--- src/rtl/multicore_pkg.sv ---
// Shared definitions for the multicore launch/collect control path:
// FSM state encoding and default sizing of the core array.
package multicore_pkg;

    typedef logic [1:0] state_t;

    localparam state_t ST_IDLE   = 2'd0;
    localparam state_t ST_LAUNCH = 2'd1;
    localparam state_t ST_RUN    = 2'd2;
    localparam state_t ST_DONE   = 2'd3;

    localparam int DEFAULT_CORE_COUNT     = 6;
    localparam int DEFAULT_TIMEOUT_CYCLES = 100000;
    localparam int DEFAULT_CNT_W          = 32;

endpackage

--- src/rtl/done_collector.sv ---
// Sticky per-core completion record for one run, plus the "every enabled core
// has finished" decision including bits arriving this very cycle.
module done_collector #(
    parameter int N = 6
) (
    input  logic         clock,
    input  logic         reset,
    input  logic         i_clear,
    input  logic         i_capture,
    input  logic [N-1:0] i_enable_mask,
    input  logic [N-1:0] i_core_done,
    output logic [N-1:0] o_done_mask,
    output logic         o_all_done
);

    logic [N-1:0] r_done;
    logic [N-1:0] w_merged;

    // Sticky done record; bits of disabled cores are masked off before capture.
    always_ff @(posedge clock) begin
        if (reset) begin
            r_done <= {N{1'b0}};
        end else if (i_clear) begin
            r_done <= {N{1'b0}};
        end else if (i_capture) begin
            r_done <= r_done | (i_core_done & i_enable_mask);
        end else begin
            r_done <= r_done;
        end
    end

    // Completion looks ahead at this cycle's pulses so DONE follows the last pulse directly.
    always_comb begin
        w_merged   = r_done | (i_core_done & i_enable_mask);
        o_all_done = ((w_merged & i_enable_mask) == i_enable_mask);
    end

    assign o_done_mask = r_done;

endmodule

--- src/rtl/core_launch_ctrl.sv ---
// Responder side of the start/processorReady/processDone handshake: launches the
// enabled cores, collects their done pulses and reports run length / watchdog expiry.
module core_launch_ctrl
    import multicore_pkg::*;
#(
    parameter int CORE_COUNT     = DEFAULT_CORE_COUNT,
    parameter int TIMEOUT_CYCLES = DEFAULT_TIMEOUT_CYCLES,
    parameter int CNT_W          = DEFAULT_CNT_W
) (
    input  logic                  clock,
    input  logic                  reset,
    input  logic                  start,
    input  logic [CORE_COUNT-1:0] coreEnableMask,
    input  logic [CORE_COUNT-1:0] coreDone,
    output logic [CORE_COUNT-1:0] coreStart,
    output logic                  processorReady,
    output logic                  processDone,
    output logic                  timeoutFlag,
    output logic [CORE_COUNT-1:0] doneMask,
    output logic [CNT_W-1:0]      cycleCount
);

    localparam logic [CNT_W-1:0] CNT_MAX  = {CNT_W{1'b1}};
    localparam logic [CNT_W-1:0] CNT_ONE  = {{(CNT_W-1){1'b0}}, 1'b1};
    localparam logic             WDOG_EN  = (TIMEOUT_CYCLES > 0) ? 1'b1 : 1'b0;
    localparam logic [CNT_W-1:0] TO_LIMIT = (TIMEOUT_CYCLES > 0) ?
                                            CNT_W'(TIMEOUT_CYCLES - 1) : {CNT_W{1'b0}};

    state_t                r_state;
    state_t                w_next_state;
    logic [CORE_COUNT-1:0] r_mask;
    logic [CNT_W-1:0]      r_count;
    logic                  r_timeout;
    logic                  w_accept;
    logic                  w_all_done;
    logic                  w_wdog_hit;
    logic                  w_in_run;

    // A start is only honoured while the handshake advertises readiness.
    always_comb begin
        w_accept   = start && ((r_state == ST_IDLE) || (r_state == ST_DONE));
        w_in_run   = (r_state == ST_RUN);
        w_wdog_hit = WDOG_EN && (r_count >= TO_LIMIT);
    end

    done_collector #(
        .N (CORE_COUNT)
    ) u_done_collector (
        .clock         (clock),
        .reset         (reset),
        .i_clear       (w_accept),
        .i_capture     (w_in_run),
        .i_enable_mask (r_mask),
        .i_core_done   (coreDone),
        .o_done_mask   (doneMask),
        .o_all_done    (w_all_done)
    );

    // State register.
    always_ff @(posedge clock) begin
        if (reset) begin
            r_state <= ST_IDLE;
        end else begin
            r_state <= w_next_state;
        end
    end

    // Next-state logic; completion takes priority over the watchdog.
    always_comb begin
        w_next_state = r_state;
        case (r_state)
            ST_IDLE:   w_next_state = start ? ST_LAUNCH : ST_IDLE;
            ST_LAUNCH: w_next_state = (r_mask == {CORE_COUNT{1'b0}}) ? ST_DONE : ST_RUN;
            ST_RUN:    w_next_state = (w_all_done || w_wdog_hit) ? ST_DONE : ST_RUN;
            ST_DONE:   w_next_state = start ? ST_LAUNCH : ST_DONE;
            default:   w_next_state = ST_IDLE;
        endcase
    end

    // Enable mask is captured together with the accepted start.
    always_ff @(posedge clock) begin
        if (reset) begin
            r_mask <= {CORE_COUNT{1'b0}};
        end else if (w_accept) begin
            r_mask <= coreEnableMask;
        end else begin
            r_mask <= r_mask;
        end
    end

    // Run-length counter and watchdog flag; frozen outside RUN until the next launch.
    always_ff @(posedge clock) begin
        if (reset) begin
            r_count   <= {CNT_W{1'b0}};
            r_timeout <= 1'b0;
        end else if (w_accept) begin
            r_count   <= {CNT_W{1'b0}};
            r_timeout <= 1'b0;
        end else if (w_in_run) begin
            r_count   <= (r_count == CNT_MAX) ? r_count : (r_count + CNT_ONE);
            r_timeout <= w_wdog_hit && !w_all_done;
        end else begin
            r_count   <= r_count;
            r_timeout <= r_timeout;
        end
    end

    // Moore output decode from the registered state.
    always_comb begin
        coreStart      = {CORE_COUNT{1'b0}};
        processorReady = 1'b0;
        processDone    = 1'b0;
        case (r_state)
            ST_IDLE:   processorReady = 1'b1;
            ST_LAUNCH: coreStart = r_mask;
            ST_RUN:    processorReady = 1'b0;
            ST_DONE: begin
                processorReady = 1'b1;
                processDone    = 1'b1;
            end
            default:   processorReady = 1'b0;
        endcase
    end

    assign timeoutFlag = r_timeout;
    assign cycleCount  = r_count;

endmodule

--- config.mk ---
export PLATFORM = sky130hd
export DESIGN_NAME = core_launch_ctrl
export DESIGN_NICKNAME = d
export VERILOG_FILES = /design/src/rtl/multicore_pkg.sv /design/src/rtl/done_collector.sv /design/src/rtl/core_launch_ctrl.sv
export SDC_FILE = /design/constraint.sdc
export NUM_CORES = 1
export LEC_CHECK = 0
export ABC_AREA = 0
export BUFFER_PORTS_ARGS = -buffer_cell sky130_fd_sc_hd__buf_2
export CAP_MARGIN = 20
export CORE_ASPECT_RATIO = 0.9
export CORE_MARGIN = 2
export CORE_UTILIZATION = 28
export CTS_CLUSTER_DIAMETER = 200
export DETAILED_ROUTE_END_ITERATION = 16
export SYNTH_ARGS = -nofsm -noshare
export SYNTH_HDL_FRONTEND = slang
export SYNTH_SLANG_ARGS = --single-unit
--- constraint.sdc ---
create_clock -name clock -period 6.7 [get_ports clock]
set_clock_uncertainty 0.15 [all_clocks]
set_input_delay 1.005 -clock clock [delete_from_list [all_inputs] [get_ports clock]]
set_output_delay 1.005 -clock clock [all_outputs]
set_load 0.1 [all_outputs]
==> metrics.json, run 1 <==
{
  "placer_s_final_routability_congestion_estimate": 0.815,
  "synth-edff-count": 0,
  "routed_wire_length_per_instance_um": 14.4,
  "data_arrival_time_of_the_worst_path_ns": 2.91,
  "syn_inst": 299,
  "yosysUniqueCellTypes": 50,
  "num_rows": 32,
  "worst_pin_slew_ns": 1.07,
  "detailed_router_s_first_iteration_violation_count": 108,
  "setup_ws_ns": 3.87,
  "detailedPlacementHpwl_um": 4850,
  "overflow": 0,
  "crit_path_start_kind": "register",
  "core_region_area_um2": 8690,
  "grt_first_pass_wirelength_um": 11200,
  "via_count": 2461,
  "areaGrowthSynthToFinish_pct": 19.8,
  "layout.cells.most_common_list": "buf_2, dfxtp_1, a21oi_1, nor2_1, or3_1",
  "grt.total_usage_pct": 13.9,
  "static-leakage-power_nw": 1.26,
  "netlist_area_um2": 2530,
  "grt_antenna_before_repair": 0,
  "cts.repair_timing.setup_buffer_count": 0,
  "synth-seq-cells": 47,
  "synth-seq-area-share_pct": 37.2,
  "antenna_violating_nets_post_route": 0,
  "grt_setup_unrepaired": "false",
  "first_pass_iters": 4,
  "wirelength_um": 6770,
  "routed_via_density": 5.24,
  "worst_hold_path_type": "reg2reg",
  "cts_htree_levels": 2,
  "cts_resized": 0,
  "worstSetupEndpointType": "register",
  "dominantRegCellSynth": "dfxtp_1",
  "worst_setup_hold_path_clk_slew_ns": 0.09,
  "die_area_um2": 9800,
  "antenna-diode-count": 0,
  "power-per-cell-area_nw_per_um2": 229,
  "final_layout_size_suffix_gt1_share_pct": 23.1,
  "power_w": 0.000693,
  "worstSetupPathType": "reg2reg",
  "yosys.area.top_type": "dfxtp_1",
  "preCtsSetupSlack_ns": 3.61,
  "final_hold_viol_count": 0,
  "timing.fmax_mhz": 353,
  "clockRootBuffer": "clkbuf_8",
  "post-route-min-period_ns": 2.83,
  "boundaryPins": 62,
  "vdd.ir_drop.worst_v": 0.000214,
  "initial_utilization_pct": 29.1,
  "run_status": "completed",
  "drv_cap": 0,
  "cts.sink_count": 47,
  "tritoncts": "done",
  "min_period_over_period_pct": 42.3,
  "async_flop_share_pct": 0,
  "clk_latency_ns": 0.30,
  "cts_inserted_buffers": 5,
  "report.final.slew_viol_count": 0,
  "crit_path_max_fanout": 21,
  "yosys-top-cells-area": "dfxtp_1, a21oi_1, or3_1",
  "netlist.area_leader.share_pct": 37.2,
  "holdBufCountCts": 0,
  "cp_data_required_time_ns": 6.78,
  "synth_nets": 319,
  "maximum_number_of_pins_on_one_net_before_global_route_repair": 34,
  "post-route-drc-count": 0,
  "slew-limit-headroom_pct": 28.3,
  "yosysWarnings": 0,
  "cts.path.max_buffers": 2,
  "floorplan.die.width_um": 104,
  "finalNetCount": 370,
  "synthesis.area_per_instance_um2": 8.45,
  "fillCellCount": 951,
  "fin_tns_setup_ns": 0,
  "mostFrequentLayoutCell": "buf_2",
  "timing.final.setup_violations": 0,
  "vertical_die_dimension_um": 94.1,
  "grt_pass1_vias": 2320,
  "io_buffer_count": 61
}
[through the flow]
step | utilization, % | area [µm²] | hold slack (ns) | std cells
2_1_floorplan | - | 2530 | 0.339 | 299
3_3_place_gp | 33.2 | 2880 | 0.329 | 461
3_5_place_dp | 33.2 | 2880 | 0.345 | 461
4_1_cts | 34.7 | 3020 | 0.369 | 469
5_1_grt | 34.8 | 3030 | 0.394 | 470
6_report | 34.8 | 3030 | 0.361 | 470
[Yosys cell counts, types with 6 or more instances]
cell	instances
dfxtp_1	47
a21oi_1	25
nor2_1	25
or3_1	17
nand2_1	16
nand3_1	13
o21ai_1	12
nand4_1	10
or4_1	10
and3_1	9
clkbuf_1	9
a31oi_1	8
and2_1	8
mux2i_1	8
o31ai_1	7
and4_1	6
inv_1	6
[kinds of logic after synthesis]
group	after synthesis	synth area share, %
AO/OA/AOI/OAI	77	19.4
AND/OR/NAND/NOR	138	33.0
buffers and inverters	24	4.80
flip-flops	47	37.2
adder cells (fa/ha/maj)	5	2.48
multiplexers	8	3.17
[worst max-delay path, cell delays in order (launching register included)]
cell and delay [ns]:
dfxtp_1 0.41, ha_1 0.70, and3_1 0.31, nand4_2 0.27, or3_1 0.47, or3_1 0.31
a21oi_1 0.13
[power by group]
part	internal (W)	switching [W]
Sequential	0.000289	0.0000131
Clock	0.000149	0.0000948
Combinational	0.0000362	0.000111
[cell type report]
cell class                      count  area, µm²  share of cell area [%]
Multi-Input combinational cell    228       1470                    48.4
Inverter                            6       22.5                   0.744
Timing Repair Buffer               62        317                    10.5
Clock buffer                        6       72.6                    2.40
Sequential cell                    47        941                    31.1
Tap cell                          119        149                    4.92
Clock inverter                      2       60.1                    1.98
[worst paths after layout]
kind                                                     start  depth (start not counted)  slack, ns                                           end
hold reg to reg   u_done_collector.o_done_mask[5]$_SDFFE_PP0P_                          2       0.36  u_done_collector.o_done_mask[5]$_SDFFE_PP0P_
hold / removal    u_done_collector.o_done_mask[5]$_SDFFE_PP0P_                          2       0.36  u_done_collector.o_done_mask[5]$_SDFFE_PP0P_
setup / recovery                         r_state[1]$_SDFF_PP0_                          6       3.87                   cycleCount[31]$_SDFFE_PP0P_
setup reg to reg                         r_state[1]$_SDFF_PP0_                          6       3.87                   cycleCount[31]$_SDFFE_PP0P_
[registers in the layout, summed over array words and instances, names as in the netlist]
register	cells
cycleCount	32
r_state	2
timeoutFlag	1
u_done_collector.o_done_mask	6
r_mask	6
[routing by layer]
| metal | up-vias | part of all wire, % | global-route usage, % |
|---|---|---|---|
| met5 | - | 0 | 0 |
| met4 | 0 | 1.6 | 5.07 |
| met3 | 11 | 5.5 | 3.61 |
| met2 | 72 | 44 | 22.1 |
| met1 | 1134 | 49 | 18.1 |
| li1 | 1244 | - | - |
(Power assumes the default switching activity.)
==> run 2: changes to the inputs <==
==> constraint.sdc (replaced) <==
create_clock -name clock -period 2.37 [get_ports clock]
set_clock_uncertainty 0.15 [all_clocks]
set_input_delay 0.3555 -clock clock [delete_from_list [all_inputs] [get_ports clock]]
set_output_delay 0.3555 -clock clock [all_outputs]
set_load 0.1 [all_outputs]
==> metrics.json, run 2 (same netlist as run 1, synthesis figures left out) <==
{
  "post_dp_cell_area": {"value": 3000, "unit": "µm²", "change": "was 2880 µm²"},
  "stdcell_area": {"value": 3110, "unit": "µm²", "change": "was 3030 µm²"},
  "areaGrowthSynthToFinish": {"value": 22.9, "unit": "%", "change": "was 19.8%"},
  "vertical_die_dimension": {"value": 94.1, "unit": "µm", "change": "unchanged"},
  "hold-path-cell-count": {"value": 3, "change": "was 2"},
  "comb_power_share": {"value": 23.2, "unit": "%", "change": "was 21.2%"},
  "vdd.ir_drop.worst": {"value": 0.000477, "unit": "V", "change": "was 0.000214 V"},
  "routed_wire_length_per_instance": {"value": 14.1, "unit": "µm", "change": "was 14.4 µm"},
  "die_area": {"value": 9800, "unit": "µm²", "change": "unchanged"},
  "worstSetupPathType": {"value": "reg2reg", "change": "unchanged"},
  "via_count": {"value": 2473, "change": "was 2461"},
  "clockRootBuffer": {"value": "clkbuf_8", "change": "unchanged"},
  "detailedPlacementHpwl": {"value": 4990, "unit": "µm", "change": "was 4850 µm"},
  "post-route-drc-count": {"value": 0, "change": "unchanged"},
  "cts.repair_timing.setup_buffer_count": {"value": 0, "change": "unchanged"},
  "worst_setup_hold_path_clk_slew": {"value": 0.10, "unit": "ns", "change": "was 0.09 ns"},
  "clockPowerShare": {"value": 31.5, "unit": "%", "change": "was 35.2%"},
  "sequential_share_of_power": {"value": 45.3, "unit": "%", "change": "was 43.6%"},
  "power-per-cell-area": {"value": 602, "unit": "nW/µm²", "change": "was 229 nW/µm²"},
  "reg2reg_slack": {"value": 0.18, "unit": "ns", "change": "was 3.87 ns"},
  "min_period_over_period": {"value": 92.6, "unit": "%", "change": "was 42.3%"},
  "r2r_cells": {"value": 6, "change": "unchanged"},
  "grt_pass1_vias": {"value": 2294, "change": "was 2320"},
  "delay_of_the_slowest_cell_on_the_worst_path": {"value": 0.55, "unit": "ns", "change": "was 0.70 ns"},
  "detailed_router_s_first_iteration_violation_count": {"value": 135, "change": "was 108"},
  "grt.total_usage": {"value": 13.9, "unit": "%", "change": "about the same"},
  "cp_data_required_time": {"value": 2.46, "unit": "ns", "change": "was 6.78 ns"},
  "worstSetupEndpointType": {"value": "register", "change": "unchanged"},
  "grt_first_pass_wirelength": {"value": 11200, "unit": "µm", "change": "about the same"},
  "finalNetCount": {"value": 377, "change": "was 370"},
  "maximum_number_of_pins_on_one_net_before_global_route_repair": {"value": 29, "change": "was 34"},
  "antenna-diode-count": {"value": 0, "change": "unchanged"},
  "drv_cap": {"value": 0, "change": "unchanged"},
  "tritoncts": {"value": "done", "change": "unchanged"},
  "final_layout_size_suffix_gt1_share": {"value": 33.5, "unit": "%", "change": "was 23.1%"},
  "wirelength": {"value": 6750, "unit": "µm", "change": "was 6770 µm"},
  "cts_inserted_buffers": {"value": 5, "change": "unchanged"},
  "cts.sink_count": {"value": 47, "change": "unchanged"},
  "slew-limit-headroom": {"value": 41.4, "unit": "%", "change": "was 28.3%"},
  "holdBufCountCts": {"value": 0, "change": "unchanged"},
  "grt_setup_unrepaired": {"value": "false", "change": "unchanged"},
  "timing.fmax": {"value": 456, "unit": "MHz", "change": "was 353 MHz"},
  "mostFrequentLayoutCell": {"value": "buf_2", "change": "unchanged"},
  "antenna_violating_nets_post_route": {"value": 0, "change": "unchanged"},
  "report.final.slew_viol_count": {"value": 0, "change": "unchanged"},
  "crit_path_start_kind": {"value": "register", "change": "unchanged"},
  "boundaryPins": {"value": 62, "change": "unchanged"},
  "post-route-min-period": {"value": 2.19, "unit": "ns", "change": "was 2.83 ns"},
  "data_arrival_time_of_the_worst_path": {"value": 2.28, "unit": "ns", "change": "was 2.91 ns"},
  "placer_s_final_routability_congestion_estimate": {"value": 0.867, "change": "was 0.815"},
  "run_status": {"value": "completed", "change": "unchanged"},
  "static-leakage-power": {"value": 1.30, "unit": "nW", "change": "was 1.26 nW"},
  "num_rows": {"value": 32, "change": "unchanged"},
  "net-switching-power": {"value": 0.000631, "unit": "W", "change": "was 0.000219 W"},
  "layout.cells.most_common_list": {"value": "buf_2, dfxtp_2, a21oi_1, nor2_1, or3_1", "change": "was buf_2, dfxtp_1, a21oi_1, nor2_1, or3_1"},
  "cts.path.max_buffers": {"value": 2, "change": "unchanged"},
  "worst_path_max_delay_cell": {"value": "or4_1", "change": "was ha_1"},
  "cts_resized": {"value": 0, "change": "unchanged"},
  "cts_htree_levels": {"value": 2, "change": "unchanged"},
  "crit_path_max_fanout": {"value": 13, "change": "was 21"},
  "largest_register_ffs": {"value": 32, "change": "unchanged"},
  "first_pass_iters": {"value": 4, "change": "unchanged"},
  "routed_via_density": {"value": 5.18, "change": "was 5.24"},
  "floorplan.die.width": {"value": 104, "unit": "µm", "change": "unchanged"},
  "grt_antenna_before_repair": {"value": 0, "change": "unchanged"},
  "core_region_area": {"value": 8690, "unit": "µm²", "change": "unchanged"},
  "swShare": {"value": 33.8, "unit": "%", "change": "was 31.6%"},
  "overflow": {"value": 0, "change": "unchanged"},
  "fin_tns_setup": {"value": 0, "unit": "ns", "change": "unchanged"},
  "clk_latency": {"value": 0.30, "unit": "ns", "change": "about the same"},
  "worst_hold_path_type": {"value": "in2reg", "change": "was reg2reg"},
  "worst_pin_slew": {"value": 0.875, "unit": "ns", "change": "was 1.07 ns"},
  "cp_cell_instances": {"value": "ha_1 -> and3_1 -> and2_2 -> nand3_2 -> or4_1 -> a21oi_1", "change": "was ha_1 -> and3_1 -> nand4_2 -> or3_1 -> or3_1 -> a21oi_1"},
  "timing.final.setup_violations": {"value": 0, "change": "unchanged"},
  "final_hold_viol_count": {"value": 0, "change": "unchanged"},
  "initial_utilization": {"value": 29.1, "unit": "%", "change": "unchanged"},
  "io_buffer_count": {"value": 61, "change": "unchanged"},
  "cellInternalPower": {"value": 0.00124, "unit": "W", "change": "was 0.000474 W"}
}
## run 2: layer usage
metal	track usage, %	vias to the layer above	part of all wire (%)
li1	-	1256	-
met1	18.3	1158	50
met2	23.1	55	45
met3	3.26	4	4.5
met4	3.15	0	0.73
met5	0	-	0
## run 2: worst paths after layout
kind / start / to
max reg2reg: cycleCount[0]$_SDFFE_PP0P_ / cycleCount[30]$_SDFFE_PP0P_
max: cycleCount[0]$_SDFFE_PP0P_ / cycleCount[30]$_SDFFE_PP0P_
min: coreEnableMask[2] / r_mask[2]$_SDFFE_PP0P_
min reg2reg: cycleCount[30]$_SDFFE_PP0P_ / cycleCount[30]$_SDFFE_PP0P_
## run 2: final cells by class
class	instances	area [µm²]
Fill cell	928	5580
Multi-Input combinational cell	228	1470
Sequential cell	47	996
Timing Repair Buffer	69	365
Tap cell	119	149
Clock buffer	5	68.8
Clock inverter	3	38.8
Inverter	6	22.5
## run 2: power groups by stage
stage               logic, W  clock network, W  registers (W)
floorplan           0.000316                 0       0.000884
global placement    0.000432                 0       0.000863
detailed placement  0.000436                 0       0.000864
CTS                 0.000440          0.000600       0.000845
global route        0.000471          0.000632       0.000850
finish              0.000434          0.000589       0.000846
## run 2: critical path: cells and delay by family (launching register included)
kind	cells	cell delay, ns
AOI/OAI and AO/OA	1	0.14
adders and majority gates	1	0.25
DFF	1	0.39
and+or+nand+nor	4	1.20
## run 2: stage by stage
| stage | cells | utilization, % | hold slack (ns) | worst slack, ns | power (W) |
|---|---|---|---|---|---|
| floorplan | 299 | - | 0.339 | 0.00429 | 0.00120 |
| global placement | 469 | 34.5 | 0.320 | 0.242 | 0.00129 |
| detailed placement | 469 | 34.5 | 0.332 | 0.189 | 0.00130 |
| CTS | 477 | 35.7 | 0.136 | 0.177 | 0.00189 |
| global route | 477 | 35.7 | 0.146 | 0.00790 | 0.00195 |
| finish | 477 | 35.7 | 0.145 | 0.176 | 0.00187 |
==> run 3: changes to the inputs <==
--- a/config.mk
+++ b/config.mk
@@ -9,7 +9,7 @@
 export BUFFER_PORTS_ARGS = -buffer_cell sky130_fd_sc_hd__buf_2
 export CAP_MARGIN = 20
 export CORE_ASPECT_RATIO = 0.9
-export CORE_MARGIN = 2
+export CORE_MARGIN = 1
 export CORE_UTILIZATION = 28
 export CTS_CLUSTER_DIAMETER = 200
 export DETAILED_ROUTE_END_ITERATION = 16
==> metrics.json, run 3 (same netlist as run 1, synthesis figures left out) <==
{
  "run_status": {"value": "completed", "change": "unchanged"},
  "cts.path.max_buffers": {"value": 2, "change": "unchanged"},
  "grt.total_usage": {"value": 15.1, "unit": "%", "change": "was 13.9%"},
  "maximum_number_of_pins_on_one_net_before_global_route_repair": {"value": 29, "change": "unchanged"},
  "timing.final.setup_violations": {"value": 0, "change": "unchanged"},
  "power": {"value": 0.00176, "unit": "W", "change": "was 0.00187 W"},
  "areaGrowthSynthToFinish": {"value": 22.0, "unit": "%", "change": "was 22.9%"},
  "crit_path_max_fanout": {"value": 13, "change": "unchanged"},
  "floorplan.die.width": {"value": 102, "unit": "µm", "change": "was 104 µm"},
  "register_area": {"value": 996, "unit": "µm²", "change": "unchanged"},
  "initial_utilization": {"value": 29.2, "unit": "%", "change": "was 29.1%"},
  "cts_htree_levels": {"value": 2, "change": "unchanged"},
  "detailed_router_s_first_iteration_violation_count": {"value": 157, "change": "was 135"},
  "fin_util": {"value": 35.7, "unit": "%", "change": "about the same"},
  "tritoncts": {"value": "done", "change": "unchanged"},
  "num_rows": {"value": 32, "change": "unchanged"},
  "worst_setup_hold_path_clk_slew": {"value": 0.09, "unit": "ns", "change": "was 0.10 ns"},
  "drv_cap": {"value": 0, "change": "unchanged"},
  "core_region_area": {"value": 8650, "unit": "µm²", "change": "was 8690 µm²"},
  "clk_latency": {"value": 0.30, "unit": "ns", "change": "about the same"},
  "fillCellCount": {"value": 944, "change": "was 928"},
  "boundaryPins": {"value": 62, "change": "unchanged"},
  "via_count": {"value": 2509, "change": "was 2473"},
  "wirelength": {"value": 6760, "unit": "µm", "change": "was 6750 µm"},
  "post_dp_cell_area": {"value": 3000, "unit": "µm²", "change": "unchanged"},
  "cp_data_required_time": {"value": 2.46, "unit": "ns", "change": "about the same"},
  "die_area": {"value": 9410, "unit": "µm²", "change": "was 9800 µm²"},
  "clockRootBuffer": {"value": "clkbuf_8", "change": "unchanged"},
  "worstSetupEndpointType": {"value": "register", "change": "unchanged"},
  "vdd.ir_drop.worst": {"value": 0.000448, "unit": "V", "change": "was 0.000477 V"},
  "post-route-drc-count": {"value": 0, "change": "unchanged"},
  "first_pass_iters": {"value": 4, "change": "unchanged"},
  "final_hold_viol_count": {"value": 0, "change": "unchanged"},
  "finalNetCount": {"value": 377, "change": "unchanged"},
  "cts_inserted_buffers": {"value": 5, "change": "unchanged"},
  "grt_pass1_vias": {"value": 2342, "change": "was 2294"},
  "antenna-diode-count": {"value": 0, "change": "unchanged"},
  "crit_path_start_kind": {"value": "register", "change": "unchanged"},
  "multi_input_comb_area": {"value": 1470, "unit": "µm²", "change": "about the same"},
  "r2r_cells": {"value": 6, "change": "unchanged"},
  "worstSetupPathType": {"value": "reg2reg", "change": "unchanged"},
  "detailedPlacementHpwl": {"value": 4990, "unit": "µm", "change": "about the same"},
  "slew-limit-headroom": {"value": 65.7, "unit": "%", "change": "was 41.4%"},
  "post-route-min-period": {"value": 2.18, "unit": "ns", "change": "was 2.19 ns"},
  "worst_pin_slew": {"value": 0.514, "unit": "ns", "change": "was 0.875 ns"},
  "vertical_die_dimension": {"value": 92.1, "unit": "µm", "change": "was 94.1 µm"},
  "placer_s_final_routability_congestion_estimate": {"value": 0.796, "change": "was 0.867"},
  "report.final.slew_viol_count": {"value": 0, "change": "unchanged"},
  "routed_via_density": {"value": 5.26, "change": "was 5.18"},
  "final_layout_size_suffix_gt1_share": {"value": 33.5, "unit": "%", "change": "unchanged"},
  "grt_antenna_before_repair": {"value": 0, "change": "unchanged"},
  "data_arrival_time_of_the_worst_path": {"value": 2.27, "unit": "ns", "change": "was 2.28 ns"},
  "grt_setup_unrepaired": {"value": "false", "change": "unchanged"},
  "io_buffer_count": {"value": 61, "change": "unchanged"},
  "worst_hold_path_type": {"value": "in2reg", "change": "unchanged"},
  "layout.cells.most_common_list": {"value": "buf_2, dfxtp_2, a21oi_1", "change": "was buf_2, dfxtp_2, a21oi_1, nor2_1, or3_1"},
  "hold-path-cell-count": {"value": 3, "change": "unchanged"},
  "routed_wire_length_per_instance": {"value": 14.2, "unit": "µm", "change": "was 14.1 µm"},
  "mostFrequentLayoutCell": {"value": "buf_2", "change": "unchanged"},
  "antenna_violating_nets_post_route": {"value": 0, "change": "unchanged"},
  "fin_tns_setup": {"value": 0, "unit": "ns", "change": "unchanged"},
  "min_period_over_period": {"value": 92.1, "unit": "%", "change": "was 92.6%"},
  "static-leakage-power": {"value": 1.28, "unit": "nW", "change": "was 1.30 nW"},
  "overflow": {"value": 0, "change": "unchanged"},
  "power-per-cell-area": {"value": 572, "unit": "nW/µm²", "change": "was 602 nW/µm²"},
  "largest_register_ffs": {"value": 32, "change": "unchanged"},
  "holdBufCountCts": {"value": 0, "change": "unchanged"},
  "stdcell_area": {"value": 3080, "unit": "µm²", "change": "was 3110 µm²"},
  "grt_first_pass_wirelength": {"value": 11400, "unit": "µm", "change": "was 11200 µm"},
  "timing.fmax": {"value": 458, "unit": "MHz", "change": "was 456 MHz"},
  "cts.sink_count": {"value": 47, "change": "unchanged"}
}
-- run 3: what timing repair did --
action	in CTS	in global routing
resized for setup	0	1
setup buffers	0	0
setup endpoints to repair	0	1
-- run 3: path summary, 6_finish.rpt --
| kind | start | endpoint | slack (ns) |
|---|---|---|---|
| worst max-delay path | cycleCount[0]$_SDFFE_PP0P_ | cycleCount[30]$_SDFFE_PP0P_ | 0.19 |
| worst min-delay path | coreEnableMask[2] | r_mask[2]$_SDFFE_PP0P_ | 0.13 |
| worst max register to register | cycleCount[0]$_SDFFE_PP0P_ | cycleCount[30]$_SDFFE_PP0P_ | 0.19 |
| worst min register to register | cycleCount[30]$_SDFFE_PP0P_ | cycleCount[30]$_SDFFE_PP0P_ | 0.34 |
-- run 3: power by group --
part           switching [W]  internal (W)
sequential         0.0000351      0.000811
combinational       0.000320      0.000117
clock               0.000280      0.000201
-- run 3: metrics by stage --
stage,cells,setup WS [ns],hold WS (ns)
after floorplan,299,0.00429,0.339
after CTS,477,0.192,0.129
after detailed placement,469,0.213,0.332
after global routing,477,0.0282,0.140
final,477,0.187,0.133
after global placement,469,0.245,0.324
-- run 3: per-layer routing --
layer  wire length (µm)  share of wire (%)  GRT usage [%]  vias to the layer above
met5                  0                  0              0                        -
met1               3210                 48           20.3                     1184
li1                   -                  -              -                     1262
met2               3080                 46           23.8                       55
met3                391                5.8           3.66                        8
met4                 76                1.1           4.40                        0
-- run 3: critical path: stages, from the launching register on --
cell and delay [ns]:
dfxtp_4 0.39, ha_1 0.23, and3_1 0.23, and2_2 0.20
nand3_2 0.22, or4_1 0.56, a21oi_1 0.14
-- run 3: cell type report --
| class | instances | area share [%] |
|---|---|---|
| Clock buffer | 5 | 2.23 |
| Clock inverter | 3 | 0.487 |
| Inverter | 6 | 0.730 |
| Multi-Input combinational cell | 228 | 47.6 |
| Sequential cell | 47 | 32.3 |
| Tap cell | 119 | 4.83 |
| Timing Repair Buffer | 69 | 11.8 |
